[src/rtl/osc_dma_wr_arb_pkg.sv]
// Shared types and constants for the oscilloscope DMA write arbiter.
//  state_e        : burst FSM states (idle, address, data, response)
//  AXI_BURST_INCR : AXI incrementing burst encoding
//  AXI_RESP_OKAY  : AXI OKAY response encoding
//  burst_bytes()  : bytes moved by one burst of burst_len beats of dw bits
package osc_dma_pkg;

  typedef enum logic [1:0] {
    StIdle,
    StAw,
    StW,
    StB
  } state_e;

  localparam logic [1:0] AXI_BURST_INCR = 2'b01;
  localparam logic [1:0] AXI_RESP_OKAY  = 2'b00;

  function automatic int unsigned burst_bytes(int unsigned burst_len, int unsigned dw);
    return burst_len * dw / 8;
  endfunction

endpackage

[src/rtl/osc_dma_wr_arb_if.sv]
// AXI3 write-channel bundle (AW, W, B) between the arbiter and the HP port.
//  master : arbiter side, drives AW/W payload+valid and bready
//  slave  : interconnect side, drives awready, wready and the B response
interface osc_dma_wr_arb_if #(
  parameter int unsigned DW = 64,
  parameter int unsigned AW = 32
);

  logic [AW-1:0]   awaddr;
  logic [3:0]      awlen;
  logic [2:0]      awsize;
  logic [1:0]      awburst;
  logic            awvalid;
  logic            awready;
  logic [DW-1:0]   wdata;
  logic [DW/8-1:0] wstrb;
  logic            wlast;
  logic            wvalid;
  logic            wready;
  logic [1:0]      bresp;
  logic            bvalid;
  logic            bready;

  modport master (
    output awaddr, awlen, awsize, awburst, awvalid,
    output wdata, wstrb, wlast, wvalid,
    output bready,
    input  awready, wready, bresp, bvalid
  );

  modport slave (
    input  awaddr, awlen, awsize, awburst, awvalid,
    input  wdata, wstrb, wlast, wvalid,
    input  bready,
    output awready, wready, bresp, bvalid
  );

endinterface

[src/rtl/osc_dma_ch_ptr.sv]
// Per-channel circular buffer offset tracker.
//  clk, rstn    : clock, synchronous active-low reset
//  en_i         : channel enable (rising edge requests a pointer clear)
//  in_flight_i  : a burst of this channel is outstanding
//  adv_i        : burst completed, advance offset by BB
//  size_i       : buffer size in bytes (multiple of BB)
//  offset_o     : current byte offset into the buffer
//  wrap_o       : sticky, buffer wrapped at least once
//  clr_pend_o   : clear requested but not yet applied
module osc_dma_ch_ptr #(
  parameter int unsigned AW = 32,
  parameter int unsigned BB = 128
) (
  input  logic          clk,
  input  logic          rstn,
  input  logic          en_i,
  input  logic          in_flight_i,
  input  logic          adv_i,
  input  logic [AW-1:0] size_i,
  output logic [AW-1:0] offset_o,
  output logic          wrap_o,
  output logic          clr_pend_o
);

  logic [AW-1:0] offset_q, offset_d, offset_inc;
  logic          wrap_q, wrap_d;
  logic          en_prev_q;
  logic          pend_q, pend_d, pend;

  always_comb begin
    // An enable edge seen mid-burst is held until the burst retires.
    pend       = pend_q | (en_i & ~en_prev_q);
    offset_inc = offset_q + AW'(BB);
    offset_d   = offset_q;
    wrap_d     = wrap_q;
    pend_d     = pend;
    if (adv_i) begin
      if (offset_inc == size_i) begin
        offset_d = '0;
        wrap_d   = 1'b1;
      end else begin
        offset_d = offset_inc;
      end
    end else if (pend && !in_flight_i) begin
      offset_d = '0;
      wrap_d   = 1'b0;
      pend_d   = 1'b0;
    end
  end

  always_ff @(posedge clk) begin
    if (!rstn) begin
      offset_q  <= '0;
      wrap_q    <= 1'b0;
      en_prev_q <= 1'b0;
      pend_q    <= 1'b0;
    end else begin
      offset_q  <= offset_d;
      wrap_q    <= wrap_d;
      en_prev_q <= en_i;
      pend_q    <= pend_d;
    end
  end

  assign offset_o   = offset_q;
  assign wrap_o     = wrap_q;
  assign clr_pend_o = pend;

endmodule

[src/rtl/osc_dma_wr_arb.sv]
// Two-channel burst scheduler sharing one AXI3 write master between the
// oscilloscope capture FIFOs. Grants a full burst, round-robin, to a channel
// holding at least BURST_LEN words and writes it into that channel's circular
// DDR buffer. One burst outstanding at a time.
//  clk, rstn    : clock, synchronous active-low reset
//  ch_en_i      : per-channel enable
//  cfg_base_i   : per-channel buffer base (BB aligned)
//  cfg_size_i   : per-channel buffer size in bytes (multiple of BB)
//  ch_lvl_i     : per-channel FIFO fill level
//  ch_dat_i     : per-channel FIFO head word (first-word-fall-through)
//  ch_rd_o      : per-channel FIFO pop, one per accepted W beat
//  m_axi        : AXI3 write master (AW/W/B)
//  wr_ptr_o     : per-channel next write address
//  wrap_o       : per-channel sticky wrap flag
//  err_o        : sticky, non-OKAY write response seen
//  busy_o       : burst in progress
module osc_dma_wr_arb
  import osc_dma_pkg::*;
#(
  parameter int unsigned DW        = 64,
  parameter int unsigned AW        = 32,
  parameter int unsigned BURST_LEN = 16,
  parameter int unsigned LVL_W     = 10
) (
  input  logic                 clk,
  input  logic                 rstn,
  input  logic [1:0]           ch_en_i,
  input  logic [1:0][AW-1:0]   cfg_base_i,
  input  logic [1:0][AW-1:0]   cfg_size_i,
  input  logic [1:0][LVL_W-1:0] ch_lvl_i,
  input  logic [1:0][DW-1:0]   ch_dat_i,
  output logic [1:0]           ch_rd_o,
  osc_dma_wr_arb_if.master     m_axi,
  output logic [1:0][AW-1:0]   wr_ptr_o,
  output logic [1:0]           wrap_o,
  output logic                 err_o,
  output logic                 busy_o
);

  localparam int unsigned BB     = burst_bytes(BURST_LEN, DW);
  localparam int unsigned BEAT_W = $clog2(BURST_LEN);

  state_e            state_q, state_d;
  logic              gnt_q, gnt_d;
  logic              last_q, last_d;
  logic [AW-1:0]     awaddr_q, awaddr_d;
  logic              awvalid_q, awvalid_d;
  logic              wvalid_q, wvalid_d;
  logic              bready_q, bready_d;
  logic [BEAT_W-1:0] beat_q, beat_d;
  logic              err_q, err_d;

  logic [1:0]          elig;
  logic [1:0]          adv;
  logic [1:0]          pend;
  logic [1:0][AW-1:0]  offset;
  logic                win;

  for (genvar c = 0; c < 2; c++) begin : g_ch
    osc_dma_ch_ptr #(
      .AW(AW),
      .BB(BB)
    ) u_ptr (
      .clk        (clk),
      .rstn       (rstn),
      .en_i       (ch_en_i[c]),
      .in_flight_i((state_q != StIdle) && (gnt_q == 1'(c))),
      .adv_i      (adv[c]),
      .size_i     (cfg_size_i[c]),
      .offset_o   (offset[c]),
      .wrap_o     (wrap_o[c]),
      .clr_pend_o (pend[c])
    );

    // A channel with a pending pointer clear waits one cycle so its burst
    // is addressed from the cleared offset.
    assign elig[c]     = ch_en_i[c] & (ch_lvl_i[c] >= LVL_W'(BURST_LEN)) & ~pend[c];
    assign wr_ptr_o[c] = cfg_base_i[c] + offset[c];
  end

  assign win = (elig == 2'b11) ? ~last_q : elig[1];

  always_comb begin
    state_d   = state_q;
    gnt_d     = gnt_q;
    last_d    = last_q;
    awaddr_d  = awaddr_q;
    awvalid_d = awvalid_q;
    wvalid_d  = wvalid_q;
    bready_d  = bready_q;
    beat_d    = beat_q;
    err_d     = err_q;
    adv       = 2'b00;
    unique case (state_q)
      StIdle: begin
        if (|elig) begin
          gnt_d     = win;
          awaddr_d  = cfg_base_i[win] + offset[win];
          awvalid_d = 1'b1;
          state_d   = StAw;
        end
      end
      StAw: begin
        if (m_axi.awready) begin
          awvalid_d = 1'b0;
          wvalid_d  = 1'b1;
          beat_d    = '0;
          state_d   = StW;
        end
      end
      StW: begin
        if (m_axi.wready) begin
          if (beat_q == BEAT_W'(BURST_LEN - 1)) begin
            wvalid_d = 1'b0;
            bready_d = 1'b1;
            state_d  = StB;
          end else begin
            beat_d = beat_q + BEAT_W'(1);
          end
        end
      end
      StB: begin
        if (m_axi.bvalid) begin
          bready_d = 1'b0;
          if (m_axi.bresp != AXI_RESP_OKAY) begin
            err_d = 1'b1;
          end
          // Pointer moves on error as well: no retry.
          adv[gnt_q] = 1'b1;
          last_d     = gnt_q;
          state_d    = StIdle;
        end
      end
      default: state_d = StIdle;
    endcase
  end

  always_ff @(posedge clk) begin
    if (!rstn) begin
      state_q   <= StIdle;
      gnt_q     <= 1'b0;
      last_q    <= 1'b1;
      awaddr_q  <= '0;
      awvalid_q <= 1'b0;
      wvalid_q  <= 1'b0;
      bready_q  <= 1'b0;
      beat_q    <= '0;
      err_q     <= 1'b0;
    end else begin
      state_q   <= state_d;
      gnt_q     <= gnt_d;
      last_q    <= last_d;
      awaddr_q  <= awaddr_d;
      awvalid_q <= awvalid_d;
      wvalid_q  <= wvalid_d;
      bready_q  <= bready_d;
      beat_q    <= beat_d;
      err_q     <= err_d;
    end
  end

  assign m_axi.awaddr  = awaddr_q;
  assign m_axi.awlen   = 4'(BURST_LEN - 1);
  assign m_axi.awsize  = 3'($clog2(DW / 8));
  assign m_axi.awburst = AXI_BURST_INCR;
  assign m_axi.awvalid = awvalid_q;
  assign m_axi.wdata   = ch_dat_i[gnt_q];
  assign m_axi.wstrb   = '1;
  assign m_axi.wlast   = wvalid_q && (beat_q == BEAT_W'(BURST_LEN - 1));
  assign m_axi.wvalid  = wvalid_q;
  assign m_axi.bready  = bready_q;

  assign ch_rd_o = {2{wvalid_q & m_axi.wready}} & (gnt_q ? 2'b10 : 2'b01);
  assign err_o   = err_q;
  assign busy_o  = (state_q != StIdle);

endmodule

[src/flat_wrapper.sv]
// flat-port wrapper written by rule: the top's interface ports become plain ports
module osc_dma_wr_arb_flat import osc_dma_pkg::*;
#(
  parameter int unsigned DW        = 64,
  parameter int unsigned AW        = 32,
  parameter int unsigned BURST_LEN = 16,
  parameter int unsigned LVL_W     = 10
)
  (clk, rstn, ch_en_i, cfg_base_i, cfg_size_i, ch_lvl_i, ch_dat_i, ch_rd_o, wr_ptr_o, wrap_o, err_o, busy_o, m_axi_awaddr, m_axi_awlen, m_axi_awsize, m_axi_awburst, m_axi_awvalid, m_axi_wdata, m_axi_wstrb, m_axi_wlast, m_axi_wvalid, m_axi_bready, m_axi_awready, m_axi_wready, m_axi_bresp, m_axi_bvalid);
  osc_dma_wr_arb_if #(.DW(DW), .AW(AW)) m_axi_i ();
  input  logic clk;
  input  logic rstn;
  input  logic [1:0] ch_en_i;
  input  logic [1:0][AW-1:0] cfg_base_i;
  input  logic [1:0][AW-1:0] cfg_size_i;
  input  logic [1:0][LVL_W-1:0] ch_lvl_i;
  input  logic [1:0][DW-1:0] ch_dat_i;
  output logic [1:0] ch_rd_o;
  output logic [1:0][AW-1:0] wr_ptr_o;
  output logic [1:0] wrap_o;
  output logic err_o;
  output logic busy_o;
  output wire logic [$bits(m_axi_i.awaddr)-1:0] m_axi_awaddr;
  output wire logic [$bits(m_axi_i.awlen)-1:0] m_axi_awlen;
  output wire logic [$bits(m_axi_i.awsize)-1:0] m_axi_awsize;
  output wire logic [$bits(m_axi_i.awburst)-1:0] m_axi_awburst;
  output wire logic [$bits(m_axi_i.awvalid)-1:0] m_axi_awvalid;
  output wire logic [$bits(m_axi_i.wdata)-1:0] m_axi_wdata;
  output wire logic [$bits(m_axi_i.wstrb)-1:0] m_axi_wstrb;
  output wire logic [$bits(m_axi_i.wlast)-1:0] m_axi_wlast;
  output wire logic [$bits(m_axi_i.wvalid)-1:0] m_axi_wvalid;
  output wire logic [$bits(m_axi_i.bready)-1:0] m_axi_bready;
  input wire logic [$bits(m_axi_i.awready)-1:0] m_axi_awready;
  input wire logic [$bits(m_axi_i.wready)-1:0] m_axi_wready;
  input wire logic [$bits(m_axi_i.bresp)-1:0] m_axi_bresp;
  input wire logic [$bits(m_axi_i.bvalid)-1:0] m_axi_bvalid;
  assign m_axi_awaddr = m_axi_i.awaddr;
  assign m_axi_awlen = m_axi_i.awlen;
  assign m_axi_awsize = m_axi_i.awsize;
  assign m_axi_awburst = m_axi_i.awburst;
  assign m_axi_awvalid = m_axi_i.awvalid;
  assign m_axi_wdata = m_axi_i.wdata;
  assign m_axi_wstrb = m_axi_i.wstrb;
  assign m_axi_wlast = m_axi_i.wlast;
  assign m_axi_wvalid = m_axi_i.wvalid;
  assign m_axi_bready = m_axi_i.bready;
  assign m_axi_i.awready = m_axi_awready;
  assign m_axi_i.wready = m_axi_wready;
  assign m_axi_i.bresp = m_axi_bresp;
  assign m_axi_i.bvalid = m_axi_bvalid;
  osc_dma_wr_arb #(.DW(DW), .AW(AW), .BURST_LEN(BURST_LEN), .LVL_W(LVL_W)) u_core (.clk(clk), .rstn(rstn), .ch_en_i(ch_en_i), .cfg_base_i(cfg_base_i), .cfg_size_i(cfg_size_i), .ch_lvl_i(ch_lvl_i), .ch_dat_i(ch_dat_i), .ch_rd_o(ch_rd_o), .m_axi(m_axi_i), .wr_ptr_o(wr_ptr_o), .wrap_o(wrap_o), .err_o(err_o), .busy_o(busy_o));
endmodule
[config.mk]
export PLATFORM = sky130hd
export DESIGN_NAME = osc_dma_wr_arb_flat
export DESIGN_NICKNAME = d
export VERILOG_FILES = /design/src/rtl/osc_dma_wr_arb_pkg.sv /design/src/rtl/osc_dma_wr_arb_if.sv /design/src/rtl/osc_dma_ch_ptr.sv /design/src/rtl/osc_dma_wr_arb.sv /design/src/flat_wrapper.sv
export SDC_FILE = /design/constraint.sdc
export NUM_CORES = 1
export LEC_CHECK = 0
export BUFFER_PORTS_ARGS = -buffer_cell sky130_fd_sc_hd__buf_2
export CAP_MARGIN = 25
export CORE_AREA = 5 5 181 183
export CTS_CLUSTER_DIAMETER = 80
export DETAILED_ROUTE_END_ITERATION = 7
export DIE_AREA = 0 0 186 188
export GPL_ROUTABILITY_DRIVEN = 1
export PLACE_DENSITY = 0.63
export SLEW_MARGIN = 20
export SYNTH_ARGS = -nofsm -noshare
export SYNTH_HDL_FRONTEND = slang
export SYNTH_SLANG_ARGS = --single-unit
[constraint.sdc]
create_clock -name clk -period 6.8 [get_ports clk]
set_clock_uncertainty 0.1 [all_clocks]
set_input_delay 1.02 -clock clk [delete_from_list [all_inputs] [get_ports clk]]
set_output_delay 1.02 -clock clk [all_outputs]
set_load 0.01 [all_outputs]
==> summary.md, run 1 <==
| Metric | Value |
|---|---|
| Die W | 186 um |
| Max-slew violations | 0 |
| Clock transition at path regs | around 0.080 ns |
| CTS Buf Count | 9 |
| Ys async rst share | 0% |
| Hold Path Cell Cnt | 2 |
| Pre-CTS setup slack | slightly above 0.9 ns |
| Synth Area in Compound Gates | between 10% and 20% |
| R2R Setup Slk | between 1.5 and 2 ns |
| # setup viols final | 0 |
| Crit-path cells | buf_2 > nor4_1 > buf_4 > a21oi_1 > nand2_1 > buf_4 > nand2_1 > nand2_1 > ha_1 > a21oi_1 > o22ai_1 > nor2_1 > or3b_2 > o31ai_1 > o21ai_1 > or2_2 > a31oi_1 > mux2i_1 > a31oi_1 |
| Endpoint of the worst register-to-register path | u_core.m_axi.awaddr[30] |
| Post-route cell area | about 13000 sq um |
| First-pass GRT wire length | about 64000 um |
| Seq cells post-synth | 100 |
| H-tree levels | 3 |
| Post-synth EDFFs | 0 |
| I/O Buffers | approximately 450 |
| Avg WL per Cell | between 15 and 20 um |
| Initial antenna violation count | 7 |
| Total grt overflow | 0 |
| Stages on worst setup path | 19 |
| Family with the most delay on the worst path | simple AND/OR/NAND/NOR gates |
| Via/cell ratio | 5.361 |
| Synth Area in XOR/XNOR | 11.30% |
| Pin count of the biggest net entering global routing | 42 |
| Layout cells sized above 1 | about a third |
| Critical path's largest stage delay | 0.54 ns |
| VDD IR max | roughly 0.11 mV |
| HP Class | flop to flop |
| Synthesized instance count | 1397 |
| Pleak | around 6.1 nW |
| Max Cap Viol | 0 |
| Worst Reg-to-Reg Cells | 17 |
| Setup crit start | ch_lvl_i[15] |
| Most used flip-flop cell after synthesis | dfxtp_1 |
| Setup TNS | 0 ns |
| Arrival time at the worst endpoint | approximately 5.6 ns |
| Via Count | around 12000 |
| Cell Area, Placed | 12940 sq um |
| Clock sinks | 100 |
| Routed Wire Length | about 43000 um |
| Hold_buf cts | 0 |
| Seq/Total Area, Yosys | 19.05% |
| Most common cell after layout, fill and taps aside | buf_2 |
| Die H | roughly 190 um |
| Main combinational cell family by area after synthesis | simple AND/OR/NAND/NOR gates |
| Final-stage net count | 2148 |
| Setup crit start kind | input pin |
| Area Overhead vs Synth | 25.87% |
| Fin crit share | approximately 81% |
| Reg2reg start | u_core.g_ch[1].u_ptr.pend_q |
| Vias in the first global route | about 11000 |
| Initial core utilization | roughly 34% |
| Post-Synth Simple-Gate Area | between 20% and 30% |
| Detailed placer's ending HPWL | 35900 um |
| Power per standard cell area | 137.5 nW/um^2 |
| Relative slew slack | 40.55% |
| Avg Cell Area, Syn | about 7.5 sq um |
| TritonCTS clock tree | built |
| Worst Tran Pin Value | between 0.8 and 0.9 ns |
| Mux share of post-synthesis cell area | roughly 11% |
| Distinct cells, synth | 77 |
| Fillers | 3234 |
| Hold EP | u_core.m_axi.awaddr[14] |
| Most frequent CP cell | nand2_1 |
| Slowest CP cell | or3b_2 |
| Crit Path Max Fanout | 30 |
| Synth warn | 0 |
| Die area | 34970 sq um |
| Root Driver | clkbuf_16 |
| GP Congestion | slightly above 0.9 |
| WS Path Type | input pin to flop |
| RSZ-0062 raised after global routing | false |
| Worst Path Required | approximately 7 ns |
| GRT Total Usage | around a quarter |
| Num rows | 65 |
| Hold Fails Final Rpt | 0 |
| Area of the mapped netlist | approximately 11000 sq um |
| DRT Pass-1 Iters | 5 |
| Core ar. | roughly 31000 sq um |
| Starting DRT DRC Count | a little under 800 |
| Fmax | 181.5 MHz |
| CTS Buffer Depth | 2 |
| Clock Latency Late Sink | approximately 0.35 ns |
| Crit. End Element | flop |
| Fin crit period | roughly 5.5 ns |
| Synth Area in Adders | between 9 and 10% |
| Commonest cells after routing, fill and taps aside | buf_2, nand2_1, nor2_1 |
| IO Pins | between 400 and 500 |
| Min-delay src | u_core.m_axi.awaddr[14] |
| Buf/Inv on CP | 3 |
| # Post-CTS Setup Buffers | 0 |
| Post-route ant nets | 0 |
| Post-cts sizing count | 0 |
| DRC violations left | 0 |
| Status | complete, no violations |
| Final worst slack | around 1.3 ns |
-- final cells by class --
cell class | count | area [sq um] | area share, %
Tap cell | 402 | 503.0 | 3.802
Clock inverter | 5 | 33.78 | 0.2554
Inverter | 33 | 123.9 | 0.9364
Multi-Input combinational cell | 1173 | 7926 | 59.92
Timing Repair Buffer | 466 | 2382 | 18.01
Sequential cell | 100 | 2006 | 15.16
Clock buffer | 11 | 242.7 | 1.835
Antenna cell | 4 | 10.01 | 0.07567
-- logic make-up (layout without fill, tap and decap cells) --
family | after synthesis | after routing
other cells | 2 | 22
buf+inv | 140 | 515
xor+xnor | 134 | 134
flops | 100 | 100
simple gates | 505 | 505
fa+ha+maj | 81 | 81
compound gates | 333 | 333
mux | 102 | 102
-- synth_stat cells (all sizes together) (41+ instances only) --
library cell | count | area [sq um]
ha | 80 | 1001
nand3 | 41 | 215.2
nor2 | 110 | 415.4
xor2 | 53 | 464.2
o21ai | 86 | 434.2
nand2 | 183 | 686.9
xnor2 | 80 | 700.7
dfxtp | 100 | 2002
buf | 51 | 317.8
clkbuf | 56 | 212.7
a21oi | 93 | 465.5
mux2 | 90 | 1013
-- tightest hold or removal path: stages (launching register included) --
cell and delay, ns:
dfxtp_1 0.31, nand2_1 0.05, a21oi_1 0.05
-- sequential cells by signal (all words and copies together), names as in the netlist --
register,cells
u_core.m_axi.awaddr,32
u_core.beat_q,4
u_core.last_q,1
u_core.state_q,2
u_core.m_axi.bready,1
u_core.g_ch.u_ptr.en_prev_q,2
u_core.gnt_q,1
u_core.m_axi.awvalid,1
u_core.g_ch.u_ptr.offset_o,50
u_core.g_ch.u_ptr.wrap_o,2
u_core.m_axi.wvalid,1
u_core.g_ch.u_ptr.pend_q,2
u_core.err_o,1
-- layer usage --
layer  vias to the layer above  GRT usage, %  share of wire, %
met5                         -             0             0.030
met4                         2         6.166               2.1
met3                        50         3.531               6.7
met2                       449         38.68                47
met1                      5523         31.71                44
li1                       5737             -                 -
-- worst max path at each step --
stage                              end  slack (ns)
2_1_floorplan  u_core.m_axi.awaddr[30]        1.43
3_3_place_gp   u_core.m_axi.awaddr[30]        0.99
3_5_place_dp   u_core.m_axi.awaddr[30]        0.93
4_1_cts        u_core.m_axi.awaddr[30]        1.27
5_1_grt        u_core.m_axi.awaddr[29]        0.95
6_report       u_core.m_axi.awaddr[30]        1.29
-- per-stage QoR --
step / total power, mW / std cells / util [%] / hold WS [ns]
after global routing: 1.920 / 2193 / 42.57 / 0.3689
after floorplan: 1.032 / 1413 / - / 0.3416
after global placement: 1.310 / 2174 / 41.66 / 0.3396
after CTS: 1.832 / 2190 / 42.55 / 0.3532
after detailed placement: 1.319 / 2174 / 41.66 / 0.3418
final: 1.819 / 2194 / 42.58 / 0.3524
-- power by group --
| group | internal [mW] | switching (mW) |
|---|---|---|
| Clock | 0.261 | 0.253 |
| Combinational | 0.272 | 0.383 |
| Sequential | 0.623 | 0.0277 |
(Power assumes the default switching activity.)
==> inputs of run 2 (changes only) <==
- CORE_AREA: 5 5 181 183 -> 5 5 180 182
- DIE_AREA: 0 0 186 188 -> 0 0 185 187
- PLACE_DENSITY: 0.63 -> 0.66
- clock period: 6.8 -> 4.58 ns (I/O delays scaled with it)
==> run 2 against run 1 <==
  * Final area is 3.7% higher
  * Register-to-register slack worse by 1.4 ns
  * Non-clock buffer count rose by 47
  * Critical path type is now input pin to output port
  * Routed wire length rose by 11%
  * Cell count is 1.8% higher
  * Via count increased by 4.1%
  * Worst setup slack got worse by 1.2 ns
==> summary.md, run 2 (synthesis results as in run 1) <==
| Metric | Value |
|---|---|
| Initial core utilization | 34.54% (was 33.83%) |
| CTS Buffer Depth | 2 (unchanged) |
| Initial antenna violation count | 8 (was 7) |
| Cell count after placement | 2213 (was 2174) |
| Status | complete, no violations (unchanged) |
| Worst Path Required | 3.79 ns (was 6.92 ns) |
| Worst Tran Pin Value | 0.8072 ns (was 0.8891 ns) |
| Fmax | approximately 220 MHz |
| Vias in the first global route | 11728 (was 11425) |
| Setup crit start | cfg_base_i[43] (was ch_lvl_i[15]) |
| Relative slew slack | 46.02% (was 40.55%) |
| WS Path Type | input pin to output port (was input pin to flop) |
| Hold Fails Final Rpt | 0 (unchanged) |
| Total grt overflow | 0 (unchanged) |
| HP Class | flop to flop (unchanged) |
| Reg2reg start | u_core.g_ch[1].u_ptr.pend_q (unchanged) |
| Post-route cell area | 13710 sq um (was 13230 sq um) |
| Die area | 34600 sq um (was 34970 sq um) |
| Crit Path Max Fanout | 4 (was 30) |
| Fin crit period | 4.491 ns |
| Via Count | 12242 (was 11761) |
| # setup viols final | 0 (unchanged) |
| Most frequent CP cell | buf_2 (was nand2_1) |
| IO Pins | 472 (unchanged) |
| Max reg flops | 50 (unchanged) |
| DRC violations left | 0 (unchanged) |
| Max Cap Viol | 0 (unchanged) |
| First-pass GRT wire length | 70660 um (was 64270 um) |
| Max-slew violations | 0 (unchanged) |
| Via/cell ratio | 5.482 (was 5.361) |
| Cell Area, Placed | 13340 sq um (was 12940 sq um) |
| Starting DRT DRC Count | 949 (was 788) |
| Family with the most delay on the worst path | compound AO/OA/AOI/OAI gates (was simple AND/OR/NAND/NOR gates) |
| Fillers | 3132 (was 3234) |
| Root Driver | clkbuf_16 (unchanged) |
| VDD IR max | 0.1827 mV (was 0.1103 mV) |
| Commonest cells after routing, fill and taps aside | buf_2, nand2_1, nor2_1 (unchanged) |
| Setup crit start kind | input pin (unchanged) |
| I/O Buffers | 446 (unchanged) |
| TritonCTS clock tree | built (unchanged) |
| Clock transition at path regs | 0.07 ns (was 0.08 ns) |
| Layout cells sized above 1 | 35.69% (was 33.17%) |
| Non-filler cells, final | 2233 (was 2194) |
| H-tree levels | 3 (unchanged) |
| Arrival time at the worst endpoint | 3.70 ns (was 5.63 ns) |
| Clock Latency Late Sink | 0.37 ns (was 0.35 ns) |
| Pleak | 6.332 nW (was 6.073 nW) |
| Die H | 187 um (was 188 um) |
| Crit-path cells | buf_2 > ha_1 > o21ai_0 > nand2b_1 > a31o_2 > a211o_4 > o211a_4 > a221o_1 > a21o_1 > or3_4 > a21oi_4 > xnor2_1 > buf_2 (was buf_2 > nor4_1 > buf_4 > a21oi_1 > nand2_1 > buf_4 > nand2_1 > nand2_1 > ha_1 > a21oi_1 > o22ai_1 > nor2_1 > or3b_2 > o31ai_1 > o21ai_1 > or2_2 > a31oi_1 > mux2i_1 > a31oi_1) |
| Buf/Inv on CP | 2 (was 3) |
| CTS Buf Count | 9 (unchanged) |
| RSZ-0062 raised after global routing | false (unchanged) |
| Clock sinks | 100 (unchanged) |
| Detailed placer's ending HPWL | 41380 um (was 35900 um) |
| Avg WL per Cell | 21.59 um (was 19.75 um) |
| Most common cell after layout, fill and taps aside | buf_2 (unchanged) |
| Core ar. | 30430 sq um (was 31070 sq um) |
| Area Overhead vs Synth | 30.48% (was 25.87%) |
| Post-route ant nets | 0 (unchanged) |
| Min-delay src | u_core.m_axi.awaddr[8] (was u_core.m_axi.awaddr[14]) |
| Slowest CP cell | a211o_4 (was or3b_2) |
| Hold_buf cts | 0 (unchanged) |
| DRT Pass-1 Iters | 5 (unchanged) |
| Die W | 185 um (was 186 um) |
| Crit. End Element | output port (was flop) |
| Fin crit share | 98.05% |
| Critical path's largest stage delay | 0.37 ns (was 0.54 ns) |
| GRT Total Usage | 26.52% (was 23.38%) |
| Power per standard cell area | 201.4 nW/um^2 (was 137.5 nW/um^2) |
| GP Congestion | 0.9835 (was 0.9341) |
| Num rows | 64 (was 65) |
| Routed Wire Length | 48210 um (was 43340 um) |
| Pin count of the biggest net entering global routing | 46 (was 42) |
| Final-stage net count | 2195 (was 2148) |
-- run 2: layout make-up --
type                    count  area, sq um  area share [%]
clock buffers               9        225.2           1.642
well taps                 396        495.5           3.613
repair buffers            513         2773           20.22
flip-flops and latches    100         2007           14.64
inverters                  33        123.9          0.9034
diodes                      2        5.005         0.03650
clock inverters             7        58.81          0.4289
multi-input cells        1173         8024           58.52
-- run 2: power by group --
part	switching (mW)	internal, mW
Sequential	0.0384	0.925
Combinational	0.610	0.422
Clock	0.389	0.377
-- run 2: through the flow --
stage | hold slack, ns | power (mW) | util [%] | worst slack [ns] | setup TNS (ns)
floorplan | 0.3416 | 1.534 | - | 0.03288 | 0
global placement | 0.3365 | 1.994 | 43.84 | -0.03083 | -0.03083
detailed placement | 0.3403 | 2.010 | 43.84 | -0.1089 | -0.4000
CTS | 0.3533 | 2.775 | 44.80 | 0.008250 | 0
global route | 0.3689 | 2.898 | 45.05 | 0.004917 | 0
finish | 0.3488 | 2.762 | 45.06 | 0.08947 | 0
-- run 2: final timing paths --
path                             end  cells past startpoint  slack [ns]
max                     wr_ptr_o[63]                     13        0.09
min           u_core.m_axi.awaddr[8]                      2        0.35
max reg2reg  u_core.m_axi.awaddr[28]                     18        0.50
min reg2reg   u_core.m_axi.awaddr[8]                      2        0.35
-- run 2: metal layers --
layer  part of all wire [%]  vias to the layer above  GRT usage (%)  wire length, um
met2                     49                      555          46.91            23750
li1                       -                     5844              -                -
met3                    8.3                       74          5.173             3999
met4                    3.2                       10          7.708             1531
met5                   0.13                        -              0               62
met1                     39                     5759          32.40            18870
-- run 2: worst register-to-register path: cells and delay by family, from the launching register on --
family,cells,cell delay (ns)
AOI/OAI and AO/OA,8,1.47
and+or+nand+nor,6,1.18
buffers and inverters,2,0.39
DFF,1,0.33
adders and majority gates,1,0.33
xor gates and xnor gates,1,0.17
-- run 2: timing repair --
item	CTS	global route
hold endpoints to repair	0	0
setup buffers	0	2
gates resized for setup	3	11
pin swaps	1	7
setup endpoints to repair	1	8
